### src/rtl/pipelined_adder.sv
// pipelined_adder: add/sub with the carry chain cut into SEGMENTS registered slices, valid/ready full-pipeline stall.
// Optional PIPELINED_ADDER_SATURATE_EN adds a SAT input that clamps signed overflow in the final stage.
module pipelined_adder #(
  parameter int OPERAND_BIT = 10,
  parameter int SEGMENTS = 2
) (
  input  logic CLK,
  input  logic RST,
  input  logic IN_VALID,
  output logic IN_READY,
  input  logic [OPERAND_BIT-1:0] A,
  input  logic [OPERAND_BIT-1:0] B,
  input  logic Cin,
  input  logic SUB,
  output logic OUT_VALID,
  input  logic OUT_READY,
  output logic [OPERAND_BIT-1:0] S,
  output logic Cout,
  output logic OVF
`ifdef PIPELINED_ADDER_SATURATE_EN
  ,
  input  logic SAT
`endif
);
  localparam int N = OPERAND_BIT;
  localparam int W = (N + SEGMENTS - 1) / SEGMENTS;
  localparam logic [N:0] ONE = 1;
  logic en, sat_in;
  assign en = !OUT_VALID || OUT_READY;
  assign IN_READY = en;
`ifdef PIPELINED_ADDER_SATURATE_EN
  assign sat_in = SAT;
`else
  assign sat_in = 1'b0;
`endif
  for (genvar k = 0; k < SEGMENTS; k++) begin : g_stage
    localparam int LO = k * W < N ? k * W : N;
    localparam int HI = (k + 1) * W < N ? (k + 1) * W : N;
    localparam logic [N:0] M = (ONE << HI) - (ONE << LO);
    localparam bit TOP = LO < N && HI == N;
    logic [N-1:0] a_i, b_i, s_i, s_r;
    logic c_i, v_i, t_i, o_i, x_i;
    logic c_r, v_r, t_r, o_r, x_r;
    logic [N:0] sum;
    if (k == 0) begin : g_head
      assign a_i = A;
      assign b_i = SUB ? ~B : B;
      assign s_i = '0;
      assign c_i = SUB ? ~Cin : Cin;
      assign v_i = IN_VALID;
      assign t_i = sat_in;
      assign o_i = 1'b0;
      assign x_i = 1'b0;
    end else begin : g_body
      assign a_i = g_stage[k-1].g_ops.a_r;
      assign b_i = g_stage[k-1].g_ops.b_r;
      assign s_i = g_stage[k-1].s_r;
      assign c_i = g_stage[k-1].c_r;
      assign v_i = g_stage[k-1].v_r;
      assign t_i = g_stage[k-1].t_r;
      assign o_i = g_stage[k-1].o_r;
      assign x_i = g_stage[k-1].x_r;
    end
    // Only bits [LO,HI) take part; bit HI of the masked sum is this slice's carry-out.
    assign sum = ({1'b0, a_i} & M) + ({1'b0, b_i} & M) + ({{N{1'b0}}, c_i} << LO);
    if (k < SEGMENTS - 1) begin : g_ops
      logic [N-1:0] a_r, b_r;
      always_ff @(posedge CLK)
        if (en) begin
          a_r <= a_i;
          b_r <= b_i;
        end
    end
    always_ff @(posedge CLK)
      if (RST) begin
        s_r <= '0;
        c_r <= 1'b0;
        v_r <= 1'b0;
        t_r <= 1'b0;
        o_r <= 1'b0;
        x_r <= 1'b0;
      end else if (en) begin
        s_r <= (s_i & ~M[N-1:0]) | (sum[N-1:0] & M[N-1:0]);
        c_r <= sum[HI];
        v_r <= v_i;
        t_r <= t_i;
        o_r <= TOP ? (a_i[N-1] == b_i[N-1]) && (sum[N-1] != a_i[N-1]) : o_i;
        x_r <= TOP ? a_i[N-1] : x_i;
      end
  end
  assign OUT_VALID = g_stage[SEGMENTS-1].v_r;
  assign Cout = g_stage[SEGMENTS-1].c_r;
  assign OVF = g_stage[SEGMENTS-1].o_r;
  assign S = g_stage[SEGMENTS-1].t_r && g_stage[SEGMENTS-1].o_r
           ? {g_stage[SEGMENTS-1].x_r, {(N-1){~g_stage[SEGMENTS-1].x_r}}}
           : g_stage[SEGMENTS-1].s_r;
endmodule

### config.mk
export PLATFORM = sky130hd
export DESIGN_NAME = pipelined_adder
export DESIGN_NICKNAME = d
export VERILOG_FILES = /design/src/rtl/pipelined_adder.sv
export SDC_FILE = /design/constraint.sdc
export NUM_CORES = 1
export LEC_CHECK = 0
export ABC_AREA = 0
export BUFFER_PORTS_ARGS = -buffer_cell sky130_fd_sc_hd__buf_4
export CORE_MARGIN = 3
export CORE_UTILIZATION = 31
export DETAILED_ROUTE_END_ITERATION = 10
export GPL_TIMING_DRIVEN = 0
export PLACE_DENSITY = 0.49
export SYNTH_ARGS = -nofsm -noshare
export SYNTH_HDL_FRONTEND = slang
export SYNTH_SLANG_ARGS = --single-unit
### constraint.sdc
create_clock -name CLK -period 3.8 [get_ports CLK]
set_input_delay 0 -clock CLK [delete_from_list [all_inputs] [get_ports CLK]]
set_output_delay 0 -clock CLK [all_outputs]
set_load 0.05 [all_outputs]
==> results of run 1 <==
-- logic make-up (layout without fill, tap and decap cells) --
kind of cell / Yosys count / after routing / synth area share
AO/OA/AOI/OAI: 30 / 30 / 0.134
XOR/XNOR: 14 / 14 / 0.0812
adder cells (fa/ha/maj): 16 / 16 / 0.152
buffers and inverters: 14 / 67 / 0.0381
flip-flops: 30 / 30 / 0.464
AND/OR/NAND/NOR: 41 / 41 / 0.130
-- sequential cells by signal, indices dropped and copies added (netlist names) --
register,flops
g_stage.s_r,15
g_stage.g_ops.a_r,5
g_stage.g_ops.b_r,5
Cout,1
OUT_VALID,1
OVF,1
g_stage.c_r,1
g_stage.v_r,1
-- through the flow --
| stage | hold slack [ps] | util | setup WS [ps] | instances |
|---|---|---|---|---|
| 2_1_floorplan | 98.9 | - | 1810 | 145 |
| 3_3_place_gp | 179 | 0.416 | 1660 | 249 |
| 3_5_place_dp | 179 | 0.416 | 1630 | 249 |
| 4_1_cts | 9.15 | 0.449 | 1610 | 263 |
| 5_1_grt | 13.1 | 0.449 | 1490 | 263 |
| 6_report | 15.6 | 0.449 | 1630 | 263 |
-- path summary, 6_finish.rpt --
check,start,endpoint,slack [ps]
min,B[5],g_stage[0].g_ops.b_r[5],20
max reg2reg,g_stage[0].g_ops.a_r[6],Cout,1630
max,g_stage[0].g_ops.a_r[6],Cout,1630
min reg2reg,g_stage[1].s_r[2],g_stage[1].s_r[2],450
-- layer usage --
metal  up-vias  wire (µm)  GRT usage
li1        602          -          -
met3         5        204     0.0475
met5         -          0          0
met1       517       1440      0.150
met2        37       1450      0.201
met4         0         55     0.0466
-- layout make-up --
| type | instances | area, µm² | area share |
|---|---|---|---|
| Multi-Input combinational cell | 101 | 752 | 0.369 |
| Tap cell | 65 | 81.3 | 0.0400 |
| Buffer | 6 | 27.5 | 0.0135 |
| Inverter | 8 | 30.0 | 0.0148 |
| Sequential cell | 30 | 701 | 0.344 |
| Timing Repair Buffer | 45 | 353 | 0.173 |
| Clock buffer | 7 | 86.3 | 0.0424 |
| Clock inverter | 1 | 5.00 | 0.00246 |
-- cells in the final DEF, fill, tap and decap left out, drive strengths merged, types with 2 or more instances in the layout --
cell         Yosys  routed
nor3             4       4
ha              12      12
clkbuf           2       9
inv              8       8
nand2           18      18
dfxtp           20      20
fa               4       4
o21a             4       4
nor2             7       7
and2b            2       2
a21o             2       2
xnor2            3       3
xor2            11      11
nand3            2       2
nor2b            3       3
a211oi           5       5
a21oi           12      12
o31ai            3       3
dlygate4sd3      0       6
buf              4      43
nand3b           3       3
edfxtp          10      10
-- worst reg2reg max path, delay by kind of cell (launching register included) --
family | cells | cell delay [ps]
flops | 1 | 370
xor+xnor | 1 | 190
fa+ha+maj | 3 | 1000
compound gates | 3 | 500
-- report_power, final --
part | leakage (µW) | switching, µW | internal (µW) | total, µW
registers | 0.000270 | 19.2 | 374 | 394
clock network | 0.0000482 | 111 | 146 | 257
logic | 0.000591 | 170 | 122 | 292
total | 0.000910 | 301 | 642 | 943
-- cell usage after synthesis, drive strengths merged --
cell,number
dfxtp,20
clkbuf,2
o31ai,3
a21o,2
ha,12
and2b,2
buf,4
o21ai,1
a21boi,1
inv,8
nor3,4
nand3,2
edfxtp,10
xnor2,3
o41a,1
nand2b,1
nand2,18
a211o,1
nor2b,3
nor2,7
and3b,1
o21a,4
a21oi,12
fa,4
xor2,11
a211oi,5
nand3b,3
-- timing repair --
item | in CTS | in global routing
endpoints found under the hold margin | 6 | 0
setup endpoints to repair | 0 | 0
hold buffers | 6 | 0
==> flow_summary.json, run 1 <==
{
  "finalWirelength_mm": 3.15,
  "ys_ff_latch": 30,
  "insertion_delay_ps": 270,
  "root_buffer": "clkbuf_8",
  "grt_usage": 0.124,
  "syn_nets": 187,
  "power.leakage_uw": 0.000910,
  "fillers": 449,
  "port_buffers": 39,
  "dieArea_um2": 5740,
  "yosysWarningCount": 0,
  "drive_gt1_frac": 0.273,
  "max_stage_delay_ps": 470,
  "outcome": "finished clean",
  "cp_max_fo": 2,
  "skew_ps": 1.76,
  "drv_cap": 0,
  "cp.arrival_ps": 2330,
  "hold_class": "in -> reg",
  "antenna_found_initial": 0,
  "rr_worst_depth": 7,
  "cts_buffers": 5,
  "hold_path_depth": 2,
  "cp.depth": 7,
  "firstDrtPassIters": 4,
  "cts_setup_buffers": 0,
  "viasPerCell": 4.41,
  "synth_area_leaders": "dfxtp_1, edfxtp_1, ha_1",
  "slew_violations": 0,
  "synth_top_cell_by_area": "dfxtp_1",
  "rsz0062_at_grt": "no",
  "htreeDepth": 2,
  "grt_pass1_wl_mm": 5.26,
  "crit_slowest_cell": "fa_1",
  "endpoint_kind": "register",
  "min_period_ps": 2170,
  "slew_headroom": 0.691,
  "postCtsResizedCells": 0,
  "min_period_over_period": 0.570,
  "placementRows": 24,
  "total_power_uw": 943,
  "grt_max_degree": 21,
  "finalInstanceArea_um2": 2040,
  "crit_type": "reg -> reg",
  "core_region_area_um2": 4530,
  "die_w_um": 75.8,
  "nets": 239,
  "ys_types": 30,
  "ant_nets": 0,
  "die_h_um": 75.8,
  "netlist.area_leader.share": 0.265,
  "overflow": 0,
  "clock_sinks": 30,
  "globalplace.congestion": 0.721,
  "postSynthCellCount": 145,
  "grt_pass1_vias": 1200,
  "placed_cell_area_um2": 1880,
  "post_drt_wl_per_cell_um": 12.0,
  "clockBufferDepth": 2,
  "clk_pin_slew_worst_paths_ps": 60,
  "required_ps": 3960,
  "io_pins": 40,
  "drtIter0Drc": 48,
  "path_cells": "ha_1, ha_1, fa_1, a21o_2, a21oi_1, xor2_1, o21ai_0",
  "area_growth_pct": 34.8,
  "initial_core_util": 0.333,
  "drc_errors": 0,
  "via_count": 1161,
  "synth_area_um2": 1510,
  "setup_viol": 0,
  "crit_family": "adder cells",
  "peakVddDrop_mv": 0.150,
  "fmax_mhz": 462,
  "power.density_nw_per_um2": 463,
  "ys_seq_area_frac": 0.464,
  "crit_top_cell": "ha_1",
  "worst_setup_path_start_kind": "register",
  "tightest_slew_ps": 464,
  "syn_area_per_cell_um2": 10.4,
  "worst-path-buf-inv": 0,
  "report.final.hold_viol_count": 0,
  "place_hpwl_mm": 2.48,
  "tns_ps": 0,
  "antenna_cells": 0,
  "cts_tree": "yes"
}
(Power assumes the default switching activity.)
==> run 2: changes to the inputs <==
- clock period: 3.8 -> 2 ns (I/O delays scaled with it)
==> flow_summary.json, run 2 (synthesis gave the netlist of run 1 again) <==
{
  "outcome": "finished clean",
  "largestRegisters": "g_stage.s_r: 15 flops, g_stage.g_ops.a_r: 5 flops, g_stage.g_ops.b_r: 5 flops",
  "worst_setup_path_start_kind": "register",
  "ant_nets": 0,
  "crit_type": "reg -> reg",
  "regArea_um2": 701,
  "tightest_slew_ps": 478,
  "clk_pin_slew_worst_paths_ps": 60,
  "cp_max_fo": 2,
  "nets": 241,
  "required_ps": 2170,
  "rr_startpoint": "g_stage[0].g_ops.b_r[6]",
  "drc_errors": 0,
  "insertion_delay_ps": 280,
  "slew_headroom": 0.682,
  "min_period_ps": 1920,
  "regMostFlops": "g_stage.s_r",
  "placementRows": 24,
  "place_hpwl_mm": 2.48,
  "min_period_over_period": 0.961,
  "drv_cap": 0,
  "fmax_mhz": 520,
  "die_w_um": 75.8,
  "hold_class": "in -> reg",
  "antenna_found_initial": 0,
  "skew_ps": 4.40,
  "viasPerCell": 4.42,
  "startpoint": "g_stage[0].g_ops.b_r[6]",
  "grt_max_degree": 21,
  "mostFrequentLayoutCell": "buf_4",
  "report.final.hold_viol_count": 0,
  "tns_ps": 0,
  "slew_violations": 0,
  "htreeDepth": 2,
  "power.leakage_uw": 0.000917,
  "clockBufferDepth": 2,
  "largest_register_ffs": 15,
  "port_buffers": 39,
  "firstDrtPassIters": 4,
  "drtIter0Drc": 42,
  "grt_pass1_vias": 1210,
  "root_buffer": "clkbuf_8",
  "antenna_cells": 0,
  "finalWirelength_mm": 3.18,
  "die_h_um": 75.8,
  "grt_usage": 0.124,
  "multiInputGateArea_um2": 787,
  "finalInstanceArea_um2": 2090,
  "cts_buffers": 5,
  "placed_cell_area_um2": 1880,
  "grt_pass1_wl_mm": 5.26,
  "dieArea_um2": 5740,
  "cp.arrival_ps": 2090,
  "io_pins": 40,
  "endpoint_kind": "register",
  "initial_core_util": 0.333,
  "cts_tree": "yes",
  "overflow": 0,
  "drive_gt1_frac": 0.315,
  "core_region_area_um2": 4530,
  "post_drt_wl_per_cell_um": 12.0,
  "clock_sinks": 30,
  "via_count": 1171,
  "final_cell_mix": "buf_4, dfxtp_1, nand2_1, xor2_1",
  "rsz0062_at_grt": "yes",
  "globalplace.congestion": 0.721,
  "min-delay-start": "B[5]",
  "power.density_nw_per_um2": 873,
  "area_growth_pct": 38.1,
  "setup_viol": 0,
  "fillers": 449,
  "peakVddDrop_mv": 0.289
}
run 2: cell count changes in the layout (fill, tap and decap cells not counted), sizes merged:
cell,delta
buf,+2
run 2: worst max-delay path, stage by stage, from the launching register on:
cell	delay (ps)
edfxtp_1	420
ha_4	270
ha_4	160
fa_2	360
a21o_2	210
a21oi_2	130
xor2_1	190
o21ai_1	90
run 2: path summary, 6_finish.rpt:
check | to | slack, ps | cells after the start
max | Cout | 80 | 7
min | g_stage[0].g_ops.b_r[5] | 10 | 2
max reg2reg | Cout | 80 | 7
min reg2reg | g_stage[1].s_r[2] | 450 | 2
run 2: metal layers:
| metal | global-route usage | share of wire | wire length (µm) |
|---|---|---|---|
| met1 | 0.147 | 0.46 | 1460 |
| met2 | 0.202 | 0.46 | 1460 |
| met3 | 0.0475 | 0.064 | 203 |
| met4 | 0.0466 | 0.017 | 55 |
| met5 | 0 | 0 | 0 |
run 2: repair_timing:
action / CTS / global route
buffers inserted: 0 / 2
endpoints found under the hold margin: 6 / 0
pin swaps: 2 / 6
hold buffers: 6 / 0
gates resized for setup: 3 / 6
setup endpoints to repair: 1 / 3
run 2: final cells by class:
cell class / count / area share
clock inverters: 1 / 0.00240
plain buffers: 6 / 0.0132
multi-input cells: 101 / 0.377
clock buffers: 7 / 0.0414
inverters: 8 / 0.0144
repair buffers: 47 / 0.176
well taps: 65 / 0.0390
flip-flops and latches: 30 / 0.336
run 2: power breakdown:
part | switching, µW | internal [µW]
clock | 213 | 277
sequential | 38.6 | 712
combinational | 331 | 249
run 2: stage by stage:
step	worst slack (ps)	hold WS, ps	power [µW]	util	instances
5_1_grt	-28.8	13.1	1930	0.460	265
4_1_cts	4.91	9.15	1820	0.451	263
6_report	78.1	14.6	1820	0.460	265
2_1_floorplan	7.06	98.9	1140	-	145
3_3_place_gp	-144	179	1300	0.416	249
3_5_place_dp	-168	179	1310	0.416	249
